==> config.mk <==
export PLATFORM = sky130hd
export DESIGN_NAME = peak_locator_flat
export DESIGN_NICKNAME = d
export VERILOG_FILES = /design/src/rtl/track_pkg.sv /design/src/rtl/peak_locator_if.sv /design/src/rtl/peak_window_gate.sv /design/src/rtl/peak_locator.sv /design/src/flat_wrapper.sv
export SDC_FILE = /design/constraint.sdc
export NUM_CORES = 1
export LEC_CHECK = 0
export ABC_AREA = 1
export CAP_MARGIN = 20
export CORE_ASPECT_RATIO = 0.5
export CORE_UTILIZATION = 47
export DETAILED_ROUTE_END_ITERATION = 6
export PLACE_DENSITY = 0.85
export SLEW_MARGIN = 20
export SYNTH_ARGS = -nofsm -noshare
export SYNTH_HDL_FRONTEND = slang
export SYNTH_SLANG_ARGS = --single-unit
==> constraint.sdc <==
create_clock -name clk -period 2.8 [get_ports clk]
set_input_delay 0.42 -clock clk [delete_from_list [all_inputs] [get_ports clk]]
set_output_delay 0.42 -clock clk [all_outputs]
set_load 0.1 [all_outputs]
==> src/rtl/track_pkg.sv <==
// Shared tracking definitions: FSM state type, frame/template defaults,
// score width and the saturating centre helper.
package track_pkg;

  localparam int SCORE_W_DEF    = 16;
  localparam int COORD_W        = 10;
  localparam int COORD_W1       = COORD_W + 1;
  localparam int FRAME_W_DEF    = 640;
  localparam int FRAME_H_DEF    = 480;
  localparam int TEMPLATE_WIDTH = 32;

  typedef enum logic [1:0] {
    ST_IDLE    = 2'd0,
    ST_WAIT    = 2'd1,
    ST_SCAN    = 2'd2,
    ST_PUBLISH = 2'd3
  } state_e;

  // Template top-left plus centre offset, worked in 11 bits and clamped to lim-1.
  function automatic logic [COORD_W-1:0] sat_center(input logic [COORD_W-1:0] c,
                                                    input int ofs, input int lim);
    logic [COORD_W1-1:0] sum;
    sum = {1'b0, c} + COORD_W1'(ofs);
    if (sum > COORD_W1'(lim - 1)) return COORD_W'(lim - 1);
    return sum[COORD_W-1:0];
  endfunction

endpackage

==> src/rtl/peak_locator_if.sv <==
// Score stream in / peak result out bundle between correlator, peak finder
// and box overlay.
// Handshake: no backpressure. score/score_x/score_y are meaningful only in a
// cycle with score_valid=1; frame_start/frame_end are single-cycle pulses;
// max_x/max_y/max_score/found are held and qualified by the one-cycle
// max_ready strobe.
interface peak_locator_if
  import track_pkg::*;
#(
  parameter int SCORE_W = SCORE_W_DEF
);
  logic                 frame_start;
  logic                 frame_end;
  logic                 score_valid;
  logic [SCORE_W-1:0]   score;
  logic [COORD_W-1:0]   score_x;
  logic [COORD_W-1:0]   score_y;
  logic [COORD_W-1:0]   max_x;
  logic [COORD_W-1:0]   max_y;
  logic [SCORE_W-1:0]   max_score;
  logic                 found;
  logic                 max_ready;

  modport master (
    output frame_start, frame_end, score_valid, score, score_x, score_y,
    input  max_x, max_y, max_score, found, max_ready
  );

  modport slave (
    input  frame_start, frame_end, score_valid, score, score_x, score_y,
    output max_x, max_y, max_score, found, max_ready
  );
endinterface

==> src/rtl/peak_window_gate.sv <==
// Search gate around the previous peak: passes a candidate whose centre lies
// within WIN_RADIUS of the published peak on both axes. Only built with
// PEAK_WINDOW_EN defined.
`ifdef PEAK_WINDOW_EN
module peak_window_gate
  import track_pkg::*;
#(
  parameter int CENTER_OFS = TEMPLATE_WIDTH / 2,
  parameter int WIN_RADIUS = 32
) (
  input  logic [COORD_W-1:0] score_x,
  input  logic [COORD_W-1:0] score_y,
  input  logic [COORD_W-1:0] max_x,
  input  logic [COORD_W-1:0] max_y,
  output logic               in_gate
);
  // One spare bit beyond the 11-bit centre sum so the difference never wraps.
  logic [11:0] dx, dy, adx, ady;

  // Absolute centre-to-peak distance on each axis, then window compare.
  always_comb begin
    dx      = {2'b00, score_x} + 12'(CENTER_OFS) - {2'b00, max_x};
    dy      = {2'b00, score_y} + 12'(CENTER_OFS) - {2'b00, max_y};
    adx     = dx[11] ? (12'd0 - dx) : dx;
    ady     = dy[11] ? (12'd0 - dy) : dy;
    in_gate = (adx <= 12'(WIN_RADIUS)) && (ady <= 12'(WIN_RADIUS));
  end
endmodule
`endif

==> src/rtl/peak_locator.sv <==
// Per-frame peak finder: tracks the best score over one frame and publishes
// its saturated centre with a one-cycle max_ready strobe.
// Build option: PEAK_WINDOW_EN restricts the search to a window around the
// previously published peak.
module peak_locator
  import track_pkg::*;
#(
  parameter int SCORE_W    = SCORE_W_DEF,
  parameter int FRAME_W    = FRAME_W_DEF,
  parameter int FRAME_H    = FRAME_H_DEF,
  parameter int CENTER_OFS = TEMPLATE_WIDTH / 2,
  parameter int WIN_RADIUS = 32
) (
  input  logic           clk,
  input  logic           rst_n,
  input  logic           tracking_mode,
  peak_locator_if.slave  bus,
  output state_e         state_dbg
);

  if (WIN_RADIUS < 0 || CENTER_OFS < 0) begin : g_bad_param
    $error("peak_locator: WIN_RADIUS and CENTER_OFS must be non-negative");
  end

  state_e               state_q, state_d;
  logic                 best_valid_q, best_valid_d;
  logic [SCORE_W-1:0]   best_score_q, best_score_d;
  logic [COORD_W-1:0]   best_x_q, best_x_d;
  logic [COORD_W-1:0]   best_y_q, best_y_d;
  logic [COORD_W-1:0]   max_x_q, max_x_d;
  logic [COORD_W-1:0]   max_y_q, max_y_d;
  logic [SCORE_W-1:0]   max_score_q, max_score_d;
  logic                 found_q, found_d;
  logic                 max_ready_q, max_ready_d;

  logic                 considered;
  logic                 accept;

`ifdef PEAK_WINDOW_EN
  logic in_gate;

  peak_window_gate #(
    .CENTER_OFS (CENTER_OFS),
    .WIN_RADIUS (WIN_RADIUS)
  ) u_gate (
    .score_x (bus.score_x),
    .score_y (bus.score_y),
    .max_x   (max_x_q),
    .max_y   (max_y_q),
    .in_gate (in_gate)
  );

  // Without a previous peak the whole frame is searched.
  assign considered = !found_q || in_gate;
`else
  assign considered = 1'b1;
`endif

  // Strictly greater wins, so ties keep the earlier raster position.
  assign accept = bus.score_valid && considered &&
                  (!best_valid_q || (bus.score > best_score_q));

  // Next-state, best-register and published-result computation.
  always_comb begin
    state_d      = state_q;
    best_valid_d = best_valid_q;
    best_score_d = best_score_q;
    best_x_d     = best_x_q;
    best_y_d     = best_y_q;
    max_x_d      = max_x_q;
    max_y_d      = max_y_q;
    max_score_d  = max_score_q;
    found_d      = found_q;
    max_ready_d  = 1'b0;

    if (!tracking_mode) begin
      state_d = ST_IDLE;
    end else begin
      case (state_q)
        ST_IDLE: state_d = ST_WAIT;

        // PUBLISH is the strobe cycle; it behaves like WAIT so a frame may
        // start immediately after it.
        ST_WAIT, ST_PUBLISH: begin
          state_d = ST_WAIT;
          if (bus.frame_start) begin
            state_d      = ST_SCAN;
            best_valid_d = 1'b0;
            best_score_d = '0;
          end
        end

        ST_SCAN: begin
          if (bus.frame_start) begin
            // frame_end was missed: drop the partial result and rescan.
            best_valid_d = 1'b0;
            best_score_d = '0;
          end else begin
            if (accept) begin
              best_valid_d = 1'b1;
              best_score_d = bus.score;
              best_x_d     = bus.score_x;
              best_y_d     = bus.score_y;
            end
            if (bus.frame_end) begin
              // Result registered here so the strobe shows one cycle after
              // frame_end; a coincident score is already folded into *_d.
              state_d = ST_PUBLISH;
              if (best_valid_d) begin
                max_x_d     = sat_center(best_x_d, CENTER_OFS, FRAME_W);
                max_y_d     = sat_center(best_y_d, CENTER_OFS, FRAME_H);
                max_score_d = best_score_d;
                found_d     = 1'b1;
                max_ready_d = 1'b1;
              end else begin
                found_d     = 1'b0;
              end
            end
          end
        end

        default: state_d = ST_IDLE;
      endcase
    end
  end

  // State and result registers with synchronous active-low reset.
  always_ff @(posedge clk) begin
    if (!rst_n) begin
      state_q      <= ST_IDLE;
      best_valid_q <= 1'b0;
      best_score_q <= '0;
      best_x_q     <= '0;
      best_y_q     <= '0;
      max_x_q      <= COORD_W'(FRAME_W / 2);
      max_y_q      <= COORD_W'(FRAME_H / 2);
      max_score_q  <= '0;
      found_q      <= 1'b0;
      max_ready_q  <= 1'b0;
    end else begin
      state_q      <= state_d;
      best_valid_q <= best_valid_d;
      best_score_q <= best_score_d;
      best_x_q     <= best_x_d;
      best_y_q     <= best_y_d;
      max_x_q      <= max_x_d;
      max_y_q      <= max_y_d;
      max_score_q  <= max_score_d;
      found_q      <= found_d;
      max_ready_q  <= max_ready_d;
    end
  end

  assign bus.max_x     = max_x_q;
  assign bus.max_y     = max_y_q;
  assign bus.max_score = max_score_q;
  assign bus.found     = found_q;
  assign bus.max_ready = max_ready_q;
  assign state_dbg     = state_q;

endmodule

==> src/flat_wrapper.sv <==
// flat-port wrapper written by rule: the top's interface ports become plain ports
module peak_locator_flat import track_pkg::*;
#(
  parameter int SCORE_W    = SCORE_W_DEF,
  parameter int FRAME_W    = FRAME_W_DEF,
  parameter int FRAME_H    = FRAME_H_DEF,
  parameter int CENTER_OFS = TEMPLATE_WIDTH / 2,
  parameter int WIN_RADIUS = 32
)
  (clk, rst_n, tracking_mode, state_dbg, bus_frame_start, bus_frame_end, bus_score_valid, bus_score, bus_score_x, bus_score_y, bus_max_x, bus_max_y, bus_max_score, bus_found, bus_max_ready);
  peak_locator_if #(.SCORE_W(SCORE_W)) bus_i ();
  input  logic clk;
  input  logic rst_n;
  input  logic tracking_mode;
  output state_e state_dbg;
  input wire logic [$bits(bus_i.frame_start)-1:0] bus_frame_start;
  input wire logic [$bits(bus_i.frame_end)-1:0] bus_frame_end;
  input wire logic [$bits(bus_i.score_valid)-1:0] bus_score_valid;
  input wire logic [$bits(bus_i.score)-1:0] bus_score;
  input wire logic [$bits(bus_i.score_x)-1:0] bus_score_x;
  input wire logic [$bits(bus_i.score_y)-1:0] bus_score_y;
  output wire logic [$bits(bus_i.max_x)-1:0] bus_max_x;
  output wire logic [$bits(bus_i.max_y)-1:0] bus_max_y;
  output wire logic [$bits(bus_i.max_score)-1:0] bus_max_score;
  output wire logic [$bits(bus_i.found)-1:0] bus_found;
  output wire logic [$bits(bus_i.max_ready)-1:0] bus_max_ready;
  assign bus_i.frame_start = bus_frame_start;
  assign bus_i.frame_end = bus_frame_end;
  assign bus_i.score_valid = bus_score_valid;
  assign bus_i.score = bus_score;
  assign bus_i.score_x = bus_score_x;
  assign bus_i.score_y = bus_score_y;
  assign bus_max_x = bus_i.max_x;
  assign bus_max_y = bus_i.max_y;
  assign bus_max_score = bus_i.max_score;
  assign bus_found = bus_i.found;
  assign bus_max_ready = bus_i.max_ready;
  peak_locator #(.SCORE_W(SCORE_W), .FRAME_W(FRAME_W), .FRAME_H(FRAME_H), .CENTER_OFS(CENTER_OFS), .WIN_RADIUS(WIN_RADIUS)) u_core (.clk(clk), .rst_n(rst_n), .tracking_mode(tracking_mode), .bus(bus_i), .state_dbg(state_dbg));
endmodule
==> qor.txt, run 1 <==
outcome: finished with violations
failing checks: setup timing
Avg Cell Area, Syn: 6.62 sq um
Critical Path RT: 3.04 ns
Final Critical Period: 2.87 ns
placed instance count: 848
Sw Ratio: 0.251
Comb power frac: 0.154
initial core utilization: 0.505
hold buffers post-CTS: 0
grt ovf: 0
Leakage: 0.00304 uW
CP Max Fanout: 8
CTS buffer count: 9
WL final: 13.7 mm
type of origin of the critical path: primary input
Pwr per Cell Area: 464 nW/um^2
Final setup viols: 7
CTS tree: done
critical path type: primary input to register
Hold Path Class: register to register
vias in the first global route: 4,052
Final HPWL DP: 7.66 mm
Rel. slew slack: 0.546
IO Count: 82
share of async-settable or async-resettable flops after synthesis: 0
drt first pass iters: 6
PortBufs: 81
part of the cycle the worst path needs: 1.03
Setup crit end kind: register
worst hold start: u_core.bus.max_y[9]
die span in x: 136 um
Overall Global Routing Usage: 0.256
layout cell share with drive strength beyond 1: 0.294
largest net degree at the start of global routing: 33
DR vias: 4,720
Syn Inst Count: 634
Non-Filler Instances: 882
FF-to-FF setup slack: -0.05 ns
Worst R2R End: u_core.bus.max_y[6]
placer congestion estimate: 0.872
CTS max path bufs: 2
Fmax achieved: 348 MHz
Max Cap Viol: 0
clk_skew: 0.00714 ns
first-pass GRT wire length: 18.4 mm
worst r2r src: u_core.best_score_q[11]
Worst Hold Endpoint: u_core.bus.max_y[9]
antenna cells: 0
reg2reg path depth: 22
Synth warnings: 0
worst path arrival time: 3.11 ns
area grow syn2layout: 50.4%
part of the Yosys area used for sequential elements: 0.367
Netlist cell types: 31
setup TNS: -0.255 ns
worst slew pin tran: 0.679 ns
CTS sink cnt: 77
Switch Pwr: 735 uW
register bit total from synthesis: 77
Post-synth EDFFs: 0
RSZ-0062 raised after global routing: yes
Final ANT Viol Nets: 0
initial antenna violation count: 0
worst vdd ir: 0.000408 V
Post-Syn Area: 4200 sq um
Post-Route Utilization: 0.759
Max Slew Vio Count: 0
die area: 9330 sq um
Layout fillers: 557
Hold WS: 0.445 ns
dpl cell area: 5320 sq um
Mapped Nets: 696
Pint: 2190 uW
die height: 68.8 um
Clock Latency Late Sink: 0.35 ns
setup ws final: -0.0716 ns
post-DR vias/cell: 5.35
DRT iter0 DRCs: 478
Clock power frac: 0.468
top_reg_cell synth: dfxtp_1
Nets: 827
per-cell routed wire length: 15.5 um
Residual DRC: 0
H-Tree Depth: 3
clock slew at reported path FFs: 0.06 ns
CTS Root Cell: clkbuf_16
Final Hold Vio Count: 0
Core Footprint: 8320 sq um
Final Cell Area: 6310 sq um
row cnt: 23
Flop pwr share: 0.378
Min-Delay Path Depth: 2
timing repair:
item | 4_1_cts | 5_1_grt
pin swaps | 26 | 47
cloned | 1 | 0
buffers inserted | 10 | 7
setup endpoints to repair | 19 | 19
resized for setup | 42 | 84
worst max-delay path: stages:
cell and delay [ns]:
dlygate4sd2_1 0.29, ha_4 0.27, a21oi_1 0.19, nand2_2 0.09, a21oi_2 0.17, nand3_1 0.12
nand2_2 0.14, nand2_8 0.12, buf_6 0.17, buf_6 0.12, nand3_4 0.08, nand2_8 0.08
nand2_2 0.11, inv_1 0.06, nand2_1 0.09, nand2_1 0.08, nor2_2 0.13, nand3_2 0.09
nand2_4 0.13, nand2_2 0.06, nand2_1 0.05, nand2_1 0.04
registers in the layout (all words and copies together) (netlist names), 2 cells and up:
| signal | cells |
|---|---|
| u_core.best_x_q | 10 |
| u_core.best_y_q | 10 |
| u_core.bus.max_y | 10 |
| u_core.state_dbg | 2 |
| u_core.bus.max_score | 16 |
| u_core.best_score_q | 16 |
| u_core.bus.max_x | 10 |
per-layer routing:
metal / track usage / routed length (um) / vias up
li1: - / - / 2262
met1: 0.302 / 5610 / 2190
met2: 0.467 / 6780 / 220
met3: 0.0585 / 934 / 48
met4: 0.0857 / 380 / 0
met5: 0 / 0 / -
how the worst max path moves through the flow:
stage | startpoint | to | slack, ns | depth (start not counted)
floorplan | bus_score[15] | u_core.bus.max_x[6] | 0.11 | 21
global placement | bus_score[15] | u_core.bus.max_y[6] | -0.42 | 24
detailed placement | bus_score[15] | u_core.bus.max_y[6] | -0.49 | 24
CTS | bus_score[3] | u_core.bus.max_y[6] | 0.00004 | 21
global route | u_core.best_score_q[5] | u_core.bus.max_y[6] | -0.28 | 24
finish | bus_score[11] | u_core.bus.max_y[6] | -0.07 | 22
cell usage in the layout, fill, tap and decap left out, types with 7 or more instances in the layout:
| cell type | instances |
|---|---|
| nand2_1 | 104 |
| buf_4 | 97 |
| nor2_1 | 89 |
| inv_1 | 83 |
| dfxtp_1 | 68 |
| a21oi_1 | 64 |
| o21ai_0 | 44 |
| clkdlybuf4s50_1 | 25 |
| nand2_2 | 24 |
| nand3_1 | 17 |
| ha_4 | 16 |
| inv_2 | 12 |
| dlygate4sd2_1 | 10 |
| nand2_4 | 9 |
| clkbuf_16 | 9 |
| dfxtp_2 | 9 |
| nand3b_1 | 8 |
| buf_6 | 8 |
| nand4_1 | 7 |
kinds of logic after synthesis:
group / Yosys count / share of synthesized area
buffers and inverters: 124 / 0.117
XOR/XNOR: 1 / 0.00209
AO/OA/AOI/OAI: 129 / 0.165
AND/OR/NAND/NOR: 283 / 0.288
flip-flops: 77 / 0.367
adder cells (fa/ha/maj): 20 / 0.0596
per-stage QoR:
stage          power (uW)  worst slack [ns]
6_report             2930           -0.0716
5_1_grt              3020            -0.276
4_1_cts              2850         0.0000377
3_5_place_dp         1470            -0.495
3_3_place_gp         1470            -0.421
2_1_floorplan        1320             0.111
cell usage after synthesis (2+ instances only):
| master | n | area (sq um) |
|---|---|---|
| nand2_1 | 129 | 484 |
| nor2_1 | 95 | 357 |
| inv_1 | 91 | 342 |
| dfxtp_1 | 77 | 1540 |
| a21oi_1 | 66 | 330 |
| o21ai_0 | 45 | 225 |
| clkbuf_1 | 24 | 90.1 |
| nand3_1 | 24 | 120 |
| ha_1 | 20 | 250 |
| nand3b_1 | 8 | 60.1 |
| nand2_2 | 7 | 43.8 |
| nand4_1 | 7 | 43.8 |
| a21boi_1 | 5 | 37.5 |
| inv_2 | 4 | 15.0 |
| nand2_4 | 4 | 45.0 |
| nor2_2 | 4 | 25.0 |
| o211ai_1 | 4 | 30.0 |
| nor3_1 | 3 | 15.0 |
| buf_4 | 2 | 15.0 |
| o21ai_1 | 2 | 10.0 |
| o21ai_2 | 2 | 17.5 |
| o21bai_1 | 2 | 15.0 |
power by group through the flow:
| stage | clock (uW) | sequential [uW] | combinational, uW |
|---|---|---|---|
| floorplan | 0 | 1150 | 173 |
| CTS | 1370 | 1110 | 375 |
| detailed placement | 0 | 1130 | 346 |
| finish | 1370 | 1110 | 451 |
| global placement | 0 | 1130 | 340 |
| global route | 1430 | 1110 | 482 |
area by class of cell:
class | instances | area (sq um) | share of cell area
inverters | 95 | 357 | 0.0565
multi-input cells | 434 | 2640 | 0.418
repair buffers | 148 | 1270 | 0.201
well taps | 112 | 140 | 0.0222
flip-flops and latches | 77 | 1550 | 0.246
clock inverters | 6 | 110 | 0.0174
clock buffers | 10 | 239 | 0.0379
Power figures use the tool's default switching activity.
==> run 2, diff against run 1 <==
- ABC_AREA: 1 -> default
- CORE_UTILIZATION: 47 -> 51
- PLACE_DENSITY: 0.85 -> 0.88
- clock period: 2.8 -> 3.35 ns (I/O delays scaled with it)
==> run 2 against run 1 <==
The flow finishes with violations (DRC, setup timing); clock-buffer cell count rose by 4; critical endpoint is now u_core.bus.max_x[4]; highest routed layer unchanged; hold slack improved by 0.033 ns; sequential power fell by 17%; global-route usage rose by 3.3 points; largest power group unchanged; wire length fell by 2.4%; total power fell by 24%; die area fell by 6.4%; first-iteration DRC count fell by 2.5%; non-clock buffer count rose by 6.
==> qor.txt, run 2 <==
outcome: finished with violations
failing checks: DRC, setup timing
Clock Latency Late Sink: 0.34 ns (about the same)
Post-Syn Area: 4260 sq um (+1.4%)
Avg Cell Area, Syn: 8.61 sq um (+30%)
die area: 8740 sq um (-6.4%)
Core Footprint: 8060 sq um (-3.1%)
Layout fillers: 507 (-9.0%)
Critical Path RT: 3.57 ns (+0.53 ns)
type of origin of the critical path: register
top_reg_cell synth: dfxtp_1
largest net degree at the start of global routing: 42 (+27%)
part of the cycle the worst path needs: 1.15
top cells by count, synth: nand2_1, dfxtp_1, inv_1
Max Slew Vio Count: 0 (unchanged)
setup ws final: -0.495 ns (-0.423 ns)
CTS buffer count: 9 (unchanged)
reg2reg path depth: 16 (-27%)
largest family of logic cells by synthesized area: compound AO/OA/AOI/OAI gates
Final Critical Period: 3.84 ns
Setup crit end kind: register
commonest cells after routing, fill and taps aside: nand2_1, buf_4, clkdlybuf4s50_1
worst path arrival time: 4.06 ns (+0.95 ns)
Residual DRC: 2 (+2)
Final setup viols: 18 (+11)
Final Hold Vio Count: 0 (unchanged)
worst vdd ir: 0.000272 V (-33%)
CTS Root Cell: clkbuf_16
CTS max path bufs: 2 (unchanged)
Netlist cell types: 57 (+84%)
initial core utilization: 0.528 (+0.0235)
per-cell routed wire length: 18.0 um (+16%)
Worst R2R End: u_core.bus.max_x[4]
CP Max Fanout: 6 (-2)
Hold WS: 0.478 ns (+0.0327 ns)
clk_skew: 0.00617 ns (-0.000969 ns)
Leakage: 0.00254 uW (-17%)
grt ovf: 0 (unchanged)
Rel. slew slack: 0.332 (-0.214)
worst slew pin tran: 0.998 ns (+0.319 ns)
count leader, synth: nand2_1
Fmax achieved: 260 MHz
antenna cells: 0 (unchanged)
area grow syn2layout: 47.2%
post-synthesis xor/xnor area fraction: 0.0247 (+0.0226)
register bit total from synthesis: 77 (unchanged)
FF-to-FF setup slack: -0.49 ns (-0.44 ns)
WL final: 13.4 mm (-2.4%)
vias in the first global route: 4,082 (+0.74%)
Synth Area in Compound Gates: 0.241 (+0.0753)
Mapped Nets: 556 (-20%)
worst hold start: u_core.bus.found
part of the Yosys area used for sequential elements: 0.362 (-0.00508)
Post-Synth Simple-Gate Area: 0.201 (-0.0875)
mux cell area share after synthesis: 0.0556 (+0.0556)
H-Tree Depth: 3 (unchanged)
Synth warnings: 0 (unchanged)
clock slew at reported path FFs: 0.06 ns (about the same)
DR vias: 4,483 (-5.0%)
cell taking the most area after synthesis: dfxtp_1
Worst Setup SP: u_core.best_score_q[9]
Overall Global Routing Usage: 0.288 (+0.0327)
setup TNS: -7.38 ns (-7.12 ns)
IO Count: 82 (unchanged)
die span in x: 131 um (-3.3%)
Setup WS pre-CTS: -1.14 ns (-0.642 ns)
CTS tree: done
CP endpoint: u_core.bus.max_x[4]
worst r2r src: u_core.best_score_q[9]
die height: 66.6 um (-3.2%)
post-DR vias/cell: 6.02 (+12%)
Pwr per Cell Area: 355 nW/um^2 (-24%)
main area contributors after synthesis: dfxtp_1, nand2_1, ha_1, o211a_1, nor2b_1
Post-synth EDFFs: 0 (unchanged)
DRT iter0 DRCs: 466 (-2.5%)
RSZ-0062 raised after global routing: yes
PortBufs: 81 (unchanged)
Nets: 691 (-16%)
Post-Synth Adder-Cell Area: 0.0588 (-0.000824)
Max Cap Viol: 0 (unchanged)
most common cell after layout, fill and taps aside: nand2_1
drt first pass iters: 7 (+1)
first-pass GRT wire length: 19.8 mm (+7.8%)
placer congestion estimate: 0.955 (+9.5%)
Synth top area share: 0.362 (-0.00508)
critical path type: register to register
Final HPWL DP: 7.94 mm (+3.7%)
initial antenna violation count: 0 (unchanged)
CTS sink cnt: 77 (unchanged)
layout cell share with drive strength beyond 1: 0.288 (-0.00599)
Syn Inst Count: 494 (-22%)
Final ANT Viol Nets: 0 (unchanged)
share of async-settable or async-resettable flops after synthesis: 0 (unchanged)
Hold Path Class: register to register
row cnt: 23 (unchanged)
==> run 2: changes by cell type after synthesis, moves of 13 or more <==
cell	delta
nand2_1	-49
nand3_1	-13
o21ai_0	-29
a21oi_1	-44
nor2_1	-77
nor2b_1	+23
a21boi_0	+17
o211a_1	+19
inv_1	-65
a22oi_1	+16
==> run 2: what timing repair did <==
action | in CTS | in global routing
setup buffers | 9 | 9
endpoints found under the hold margin | 0 | 0
hold buffers | 0 | 0
gates resized for setup | 72 | 31
endpoints found under the setup margin | 19 | 18
pin swaps | 20 | 16
==> run 2: cell type report <==
cell class / count / area (sq um) / area share
well taps: 112 / 140 / 0.0224
clock inverters: 1 / 30.0 / 0.00479
clock buffers: 14 / 264 / 0.0421
multi-input cells: 361 / 2820 / 0.450
repair buffers: 154 / 1350 / 0.216
flip-flops and latches: 77 / 1560 / 0.248
inverters: 26 / 103 / 0.0164
==> run 2: how the worst min path moves through the flow <==
| stage | end | slack, ns | cells after the start |
|---|---|---|---|
| 2_1_floorplan | u_core.best_x_q[3] | 0.45 | 2 |
| 3_3_place_gp | u_core.bus.max_y[7] | 0.45 | 2 |
| 3_5_place_dp | u_core.bus.found | 0.47 | 2 |
| 4_1_cts | u_core.bus.found | 0.48 | 2 |
| 5_1_grt | u_core.bus.found | 0.49 | 2 |
| 6_report | u_core.bus.found | 0.48 | 2 |
==> run 2: report_power, final <==
group	internal (uW)	switching, uW	total [uW]
sequential	919	4.32	923
combinational	150	159	309
clock	615	375	990
==> run 2: critical path, stage by stage, from the launching register on <==
cell	delay, ns
dfxtp_2	0.33
inv_2	0.05
ha_4	0.26
nand2_1	0.06
or4_4	0.54
a21o_1	0.20
a41oi_4	0.37
buf_4	0.18
buf_6	0.12
mux2_4	0.34
ha_4	0.20
nor3_2	0.14
a21oi_1	0.08
o21ai_1	0.20
nand3_1	0.15
a31oi_4	0.33
a21oi_1	0.14
==> run 2: layer usage <==
metal  vias up  global-route usage  part of all wire
li1       2037                   -                 -
met1      2180               0.338              0.40
met2       214               0.508              0.50
met3        52              0.0822             0.070
met4         0               0.110             0.031
met5         -                   0                 0
==> run 2: kinds of logic (layout without fill, tap and decap cells) <==
| kind of cell | after synthesis | in the layout |
|---|---|---|
| adder cells (fa/ha/maj) | 20 | 20 |
| buffers and inverters | 56 | 195 |
| flip-flops | 77 | 77 |
| AO/OA/AOI/OAI | 134 | 134 |
| XOR/XNOR | 12 | 12 |
| multiplexers | 21 | 21 |
| AND/OR/NAND/NOR | 174 | 174 |
==> run 2: metrics by stage <==
step                cells  cell area, sq um  power (uW)   util
global route          745              6260        2290  0.777
CTS                   737              6080        2200  0.755
global placement      713              5590        1200  0.694
floorplan             494              4350        1080      -
detailed placement    713              5590        1210  0.694
finish                745              6260        2220  0.777
